### src/rtl/oc8051_rom_arb_pkg.sv
// Shared types and defaults for the oc8051 ROM arbiter between the CPU fetch
// port and the boot verifier.
package oc8051_rom_arb_pkg;

  localparam int unsigned DEF_ADDR_W    = 16;
  localparam int unsigned DEF_DATA_W    = 32;
  localparam int unsigned DEF_MAX_BURST = 8;

  // Owner of the previous grant cycle
  typedef enum logic [1:0] {
    ST_IDLE     = 2'd0,
    ST_CPU      = 2'd1,
    ST_VRF      = 2'd2,
    ST_VRF_LOCK = 2'd3
  } state_e;

  typedef enum logic [1:0] {
    OWN_NONE = 2'd0,
    OWN_CPU  = 2'd1,
    OWN_VRF  = 2'd2
  } owner_e;

endpackage

### src/rtl/oc8051_rom_arb.sv
// Two-port arbiter in front of a combinational ROM: round-robin between CPU and
// boot verifier, with a bounded verifier burst lock so the CPU cannot starve.
module oc8051_rom_arb
  import oc8051_rom_arb_pkg::*;
#(
  parameter int unsigned ADDR_W    = DEF_ADDR_W,
  parameter int unsigned DATA_W    = DEF_DATA_W,
  parameter int unsigned MAX_BURST = DEF_MAX_BURST
) (
  input  logic              clk,
  input  logic              rst,
  input  logic              cpu_req,
  input  logic [ADDR_W-1:0] cpu_addr,
  output logic              cpu_ack,
  output logic [DATA_W-1:0] cpu_data,
  input  logic              vrf_req,
  input  logic [ADDR_W-1:0] vrf_addr,
  input  logic              vrf_lock,
  output logic              vrf_ack,
  output logic [DATA_W-1:0] vrf_data,
  output logic [ADDR_W-1:0] rom_addr,
  input  logic [DATA_W-1:0] rom_data
);

  localparam int unsigned     CNT_W   = $clog2(MAX_BURST + 1);
  localparam logic [CNT_W-1:0] CNT_MAX = CNT_W'(MAX_BURST);

  state_e           r_state;
  state_e           w_state_nxt;
  owner_e           r_last_grant;
  owner_e           w_win;
  logic [CNT_W-1:0] r_burst_cnt;
  logic [CNT_W-1:0] w_burst_nxt;
  logic             w_lock_hold;
  logic             r_cpu_ack;
  logic             r_vrf_ack;
  logic [DATA_W-1:0] r_cpu_data;
  logic [DATA_W-1:0] r_vrf_data;

  // Winner selection: lock holds the verifier until the CPU has waited MAX_BURST grants
  always_comb begin
    w_win       = OWN_NONE;
    w_lock_hold = (r_state == ST_VRF_LOCK) && vrf_req && vrf_lock;
    if (rst) begin
      w_win = OWN_NONE;
    end else if (w_lock_hold) begin
      if (cpu_req && (r_burst_cnt >= CNT_MAX)) begin
        w_win = OWN_CPU;
      end else begin
        w_win = OWN_VRF;
      end
    end else if (cpu_req && vrf_req) begin
      if (r_last_grant == OWN_CPU) begin
        w_win = OWN_VRF;
      end else begin
        w_win = OWN_CPU;
      end
    end else if (cpu_req) begin
      w_win = OWN_CPU;
    end else if (vrf_req) begin
      w_win = OWN_VRF;
    end else begin
      w_win = OWN_NONE;
    end
  end

  // Next state, burst counter and ROM address mux
  always_comb begin
    w_state_nxt = ST_IDLE;
    w_burst_nxt = r_burst_cnt;
    rom_addr    = {ADDR_W{1'b0}};
    case (w_win)
      OWN_CPU: begin
        w_state_nxt = ST_CPU;
        rom_addr    = cpu_addr;
      end
      OWN_VRF: begin
        w_state_nxt = vrf_lock ? ST_VRF_LOCK : ST_VRF;
        rom_addr    = vrf_addr;
      end
      default: begin
        w_state_nxt = ST_IDLE;
        rom_addr    = {ADDR_W{1'b0}};
      end
    endcase
    // Saturating: only locked verifier grants that make the CPU wait count
    if ((w_win == OWN_CPU) || !vrf_lock || !vrf_req) begin
      w_burst_nxt = {CNT_W{1'b0}};
    end else if ((w_win == OWN_VRF) && cpu_req && (r_burst_cnt < CNT_MAX)) begin
      w_burst_nxt = r_burst_cnt + CNT_W'(1);
    end else begin
      w_burst_nxt = r_burst_cnt;
    end
  end

  // Arbitration state, ack pulses and per-requester data capture
  always_ff @(posedge clk) begin
    if (rst) begin
      r_state      <= ST_IDLE;
      r_last_grant <= OWN_VRF;
      r_burst_cnt  <= {CNT_W{1'b0}};
      r_cpu_ack    <= 1'b0;
      r_vrf_ack    <= 1'b0;
      r_cpu_data   <= {DATA_W{1'b0}};
      r_vrf_data   <= {DATA_W{1'b0}};
    end else begin
      r_state     <= w_state_nxt;
      r_burst_cnt <= w_burst_nxt;
      r_cpu_ack   <= (w_win == OWN_CPU);
      r_vrf_ack   <= (w_win == OWN_VRF);
      if (w_win != OWN_NONE) begin
        r_last_grant <= w_win;
      end
      if (w_win == OWN_CPU) begin
        r_cpu_data <= rom_data;
      end
      if (w_win == OWN_VRF) begin
        r_vrf_data <= rom_data;
      end
    end
  end

  assign cpu_ack  = r_cpu_ack;
  assign vrf_ack  = r_vrf_ack;
  assign cpu_data = r_cpu_data;
  assign vrf_data = r_vrf_data;

endmodule

### config.mk
export PLATFORM = sky130hd
export DESIGN_NAME = oc8051_rom_arb
export DESIGN_NICKNAME = d
export VERILOG_FILES = /design/src/rtl/oc8051_rom_arb_pkg.sv /design/src/rtl/oc8051_rom_arb.sv
export SDC_FILE = /design/constraint.sdc
export NUM_CORES = 1
export LEC_CHECK = 0
export BUFFER_PORTS_ARGS = -buffer_cell sky130_fd_sc_hd__buf_2
export CAP_MARGIN = 5
export CELL_PAD_IN_SITES_DETAIL_PLACEMENT = 1
export CELL_PAD_IN_SITES_GLOBAL_PLACEMENT = 1
export CORE_ASPECT_RATIO = 0.8
export CORE_UTILIZATION = 35
export CTS_CLUSTER_DIAMETER = 30
export CTS_CLUSTER_SIZE = 14
export DETAILED_ROUTE_END_ITERATION = 10
export PLACE_DENSITY = 0.85
export SLEW_MARGIN = 0
export SYNTH_ARGS = -nofsm -noshare
export SYNTH_HDL_FRONTEND = slang
export SYNTH_SLANG_ARGS = --single-unit
### constraint.sdc
create_clock -name clk -period 6 [get_ports clk]
set_clock_uncertainty 0.05 [all_clocks]
set_input_delay 0.6 -clock clk [delete_from_list [all_inputs] [get_ports clk]]
set_output_delay 0.6 -clock clk [all_outputs]
set_load 0.01 [all_outputs]
======== Word level (Yosys, flattened, before mapping) ========
Cells that the tools add are included.
storage, ports and cells
  register bits after elaboration ......... 74
  input bits .............................. 69
  output and inout bits ................... 82
  word-level logic and storage cells ...... 36
operators by class
  $add $sub $neg .......................... 1
  $lt $le $gt $ge ......................... 2
  equal/unequal tests ..................... 4
  multiplexer cells ....................... 10
  reductions and logical operators ........ 12
operator list
  operator             count
  $pmux 16 s2          1
  $mux 2               7
  $logic_and 1x1->1    6
  $add 4x1->4 const B  1
  $eq 2x1->1 const B   2
  $eq 2x2->1 const B   2
  $ge 4x4->1 const B   1
  $lt 4x4->1 const B   1
  $pmux 2 s2           1
  $logic_not 1->1      2
  $logic_or 1x1->1     2
  $reduce_bool 2->1    1
  $reduce_or 2->1      1
  $mux 1               1

======== Longest topological paths before layout ========
  word-level depth ........................ 9
  gate-level depth with buffers ........... 9

======== Worst setup path after synthesis ========
OpenSTA, ideal clock, no wires.
  kind .................................... input port to output port
  from .................................... in vrf_lock
  to ...................................... out rom_addr[0]
  arrival ................................. 2.070 ns
  setup slack ............................. 3.280 ns
  stages .................................. 6
  buffers on the path ..................... 1
  cell sequence ........................... and4_4 a211o_1 a21o_1 ha_1 clkbuf_1 nor2b_1
between the ends
  longest elaborated chain between the ends .. 5
  elaborated cells on any way between the ends .. 6
  those cells by class .................... eq/ne: 2; mux: 3; reduce/logical: 1
RTL lines
  element                                   RTL line              RTL
  start, declared                           oc8051_rom_arb.sv:18  input logic vrf_lock,
  $logic_and 1x1->1 *                       oc8051_rom_arb.sv:43  w_lock_hold = (r_state == ST_VRF_LOCK) && vrf_req && vrf_lock;
  $mux 2 *                                  oc8051_rom_arb.sv:46  end else if (w_lock_hold) begin
  $mux 2 *                                  oc8051_rom_arb.sv:44  if (rst) begin
  $eq 2x2->1 or $eq 2x1->1 (tied branches)  oc8051_rom_arb.sv:72  case (w_win)
  $pmux 16 s2 *                             oc8051_rom_arb.sv:72
  end, declared                             oc8051_rom_arb.sv:21  output logic [ADDR_W-1:0] rom_addr,
Mark *: on every way between the ends. The rest lies on a longest branch, timed or not.

======== Worst setup path after layout ========
  from .................................... in rst
  to ...................................... out rom_addr[13]
between the ends
  longest elaborated chain between the ends .. 3
  elaborated cells on any way between the ends .. 4
  those cells by class .................... eq/ne: 2; mux: 2
RTL lines
  element                                   RTL line              RTL
  start, declared                           oc8051_rom_arb.sv:11  input logic rst,
  $mux 2 *                                  oc8051_rom_arb.sv:44
  $eq 2x2->1 or $eq 2x1->1 (tied branches)  oc8051_rom_arb.sv:72
  $pmux 16 s2 *                             oc8051_rom_arb.sv:72
Marks and branches as above.

==> impl_metrics.csv <==
group,metric,value,unit
logic_synthesis,synth_area,0.00298,sq mm
grt,antenna_found_initial,0,
clocking,cts.clk_slew.worst_paths,0.08,ns
clocking,cts-hold-fix-buffers,0,
placed_design,port_buffers,150,
grt,grt_pass1_vias,2787,
clocking,clockBufferDepth,2,
placed_design,hpwl,6250,microns
clocking,root_buffer,"clkbuf_8",
routing,drt-pass1-iter-count,4,
routing,ant_nets,0,
timing,rsz0062_at_grt,"no",
setup_path,cp_max_fo,76,
power,leakage,1.89,nW
routing,wl_met1,3450,microns
grt,grt_overflow,0,
setup_path,startpoint_type,"input port",
floorplan,core,0.00809,sq mm
clocking,cts-htree-levels,3,
grt,grt_max_degree,77,
power,power_density,265,mW/mm^2
final_layout,final_layout_size_suffix_gt1_share,38.9,%
run_status,status,"complete, no violations",
clocking,post-cts-setup-buffer-count,0,
timing,worst_slack,2.72,ns
clocking,cts_sinks,73,
timing,tightest_slew,0.755,ns
setup_path,path_cells,"buf_2 -> buf_4 -> a211o_1 -> ha_2 -> a22oi_1 -> nor2b_1 -> buf_2",
timing,slew_violations,0,
timing,fin_tns_setup,0,ns
setup_path,critical_path.slowest_cell,"ha_2",
worst_hold_path,hp-class,"register to register",
grt,grt_pass1_wl,13200,microns
logic_synthesis,synth_fp_nets,374,
final_layout,mostFrequentLayoutCells,"150 x buf_2, 73 x dfxtp_1, 71 x nor2_1",
clocking,cts_buffers,9,
routing,drc,0,
final_layout,multi_input_area,0.00141,sq mm
placed_design,gp_congestion,0.742,
timing,clock.fmax,305,MHz
final_layout,fin_nets,517,
floorplan,die_y,84.6,microns
final_layout,nFillCells,987,
final_layout,antenna_cells,0,
setup_path,critPathCaptureType,"output pin",
final_layout,mostFrequentLayoutCell,"buf_2",
logic_synthesis,netlist_instances,299,
logic_synthesis,syn_avg_cell_area,9.98,sq um
routing,wl_per_cell,15.2,microns
routing,routed.top_layer,"met4",
timing,period_needed,3.28,ns
power,vdd_drop_max,0.107,mV
routing,vias_per_cell,4.82,
final_layout,register_area,0.00146,sq mm
routing,vias,2673,
timing,finalHoldViolCount,0,
routing,wl_met2,4410,microns
floorplan,start_util,36.9,%
logic_synthesis,ys_seq_elements,73,
timing,slew_headroom,49.6,%
clocking,tritoncts,"yes",
routing,drt_iter0_drc,57,
clocking,cts_resized,0,
job,drv_cap,0,
timing,fin_crit_sh,54.6,%
setup_path,critPathMaxStageDelay,0.66,ns
logic_synthesis,ys_types,31,
routing,wl_met3,525,microns
setup_path,crit_type,"input port to output pin",
routing,routed_wl,8460,microns
timing,setup_viol,0,
floorplan,row_count,29,
grt,grtUsageTotal,18.6,%
final_layout,fin_util,49.6,%
final_layout,area_delta_synth_final,34.4,%
setup_path,cpMostUsedCell,"buf_2",
floorplan,boundaryPins,151,
setup_path,arrival,2.63,ns
floorplan,die_w,105,microns
clocking,clk_latency,0.34,ns
placed_design,pre_cts_slack,2.72,ns
floorplan,dieArea,0.00890,sq mm
logic_synthesis,yosys_warnings,0,
setup_path,crit_required,5.35,ns
logic_synthesis,ys_seq_area_share,49.0,%
-- per-layer routing --
metal | up-vias | global-route usage (%)
li1 | 1303 | -
met1 | 1255 | 20.1
met2 | 106 | 35.3
met3 | 9 | 4.58
met4 | 0 | 6.40
met5 | - | 0
-- where the power goes --
part           switching [mW]  internal (mW)  total [mW]
clock network           0.181          0.226       0.407
logic                  0.0751         0.0643       0.139
registers              0.0106          0.504       0.514
total                   0.266          0.795        1.06
-- cell families after synthesis --
| logic type | after synthesis | synth area share, % |
|---|---|---|
| AO/OA/AOI/OAI | 27 | 6.80 |
| XOR/XNOR | 2 | 0.587 |
| adder cells (fa/ha/maj) | 6 | 2.52 |
| buffers and inverters | 25 | 3.86 |
| flip-flops | 73 | 49.0 |
| multiplexers | 65 | 21.8 |
| AND/OR/NAND/NOR | 101 | 15.4 |
-- synth_stat cells --
cell / count / area (sq um)
nand4_1: 1 / 6.26
buf_2: 8 / 40.0
a211oi_1: 1 / 7.51
buf_1: 6 / 22.5
nand3_1: 2 / 10.0
nand4b_1: 1 / 8.76
xor2_1: 1 / 8.76
a311oi_2: 1 / 15.0
nor2_1: 71 / 267
o21ai_1: 1 / 5.00
clkbuf_1: 4 / 15.0
mux2i_1: 65 / 651
ha_1: 6 / 75.1
and4_4: 1 / 11.3
a31oi_1: 1 / 6.26
a211o_1: 2 / 17.5
nor3b_1: 1 / 7.51
a21oi_1: 3 / 15.0
or3b_2: 1 / 8.76
and3_1: 1 / 6.26
nor3_1: 1 / 5.00
nor2b_1: 19 / 119
a22oi_1: 16 / 120
dfxtp_1: 73 / 1460
nand2_1: 1 / 3.75
nand3b_1: 1 / 7.51
o41ai_1: 1 / 8.76
inv_1: 4 / 15.0
a21o_1: 1 / 7.51
buf_4: 3 / 22.5
xnor2_1: 1 / 8.76
-- layout make-up --
| class | count | area share, % |
|---|---|---|
| Tap cell | 108 | 3.37 |
| Clock buffer | 12 | 4.12 |
| Inverter | 4 | 0.374 |
| Timing Repair Buffer | 153 | 19.3 |
| Clock inverter | 4 | 1.22 |
| Multi-Input combinational cell | 201 | 35.2 |
| Sequential cell | 73 | 36.4 |
-- metrics by stage --
stage / area (sq um) / hold WS (ns) / power [mW] / cells
floorplan: 2980 / 0.422 / 0.603 / 299
global placement: 3800 / 0.418 / 0.659 / 539
detailed placement: 3800 / 0.429 / 0.666 / 539
CTS: 4010 / 0.447 / 1.07 / 555
global route: 4010 / 0.463 / 1.11 / 555
finish: 4010 / 0.439 / 1.06 / 555
-- worst paths after layout --
| check | depth (start not counted) | from | end | slack (ns) |
|---|---|---|---|---|
| worst min register to register | 2 | vrf_data[6]$_SDFFE_PP0N_ | vrf_data[6]$_SDFFE_PP0N_ | 0.44 |
| worst max-delay path | 7 | rst | rom_addr[13] | 2.72 |
| worst max register to register | 8 | r_state[1]$_SDFF_PP0_ | r_burst_cnt[1]$_SDFFE_PP0P_ | 3.27 |
| worst min-delay path | 2 | vrf_data[6]$_SDFFE_PP0N_ | vrf_data[6]$_SDFFE_PP0N_ | 0.44 |
-- sequential cells by signal, indices dropped and copies added (netlist names) --
register / count
r_last_grant: 2
r_burst_cnt: 4
cpu_ack: 1
cpu_data: 32
r_state: 2
vrf_data: 32
-- critical path: cells and delay by family --
kind / cells / cell delay, ns
AO/OA/AOI/OAI: 2 / 0.37
adder cells (fa/ha/maj): 1 / 0.66
AND/OR/NAND/NOR: 1 / 0.14
buffers and inverters: 3 / 0.78
Note: power is estimated with default switching activity, not from simulation.
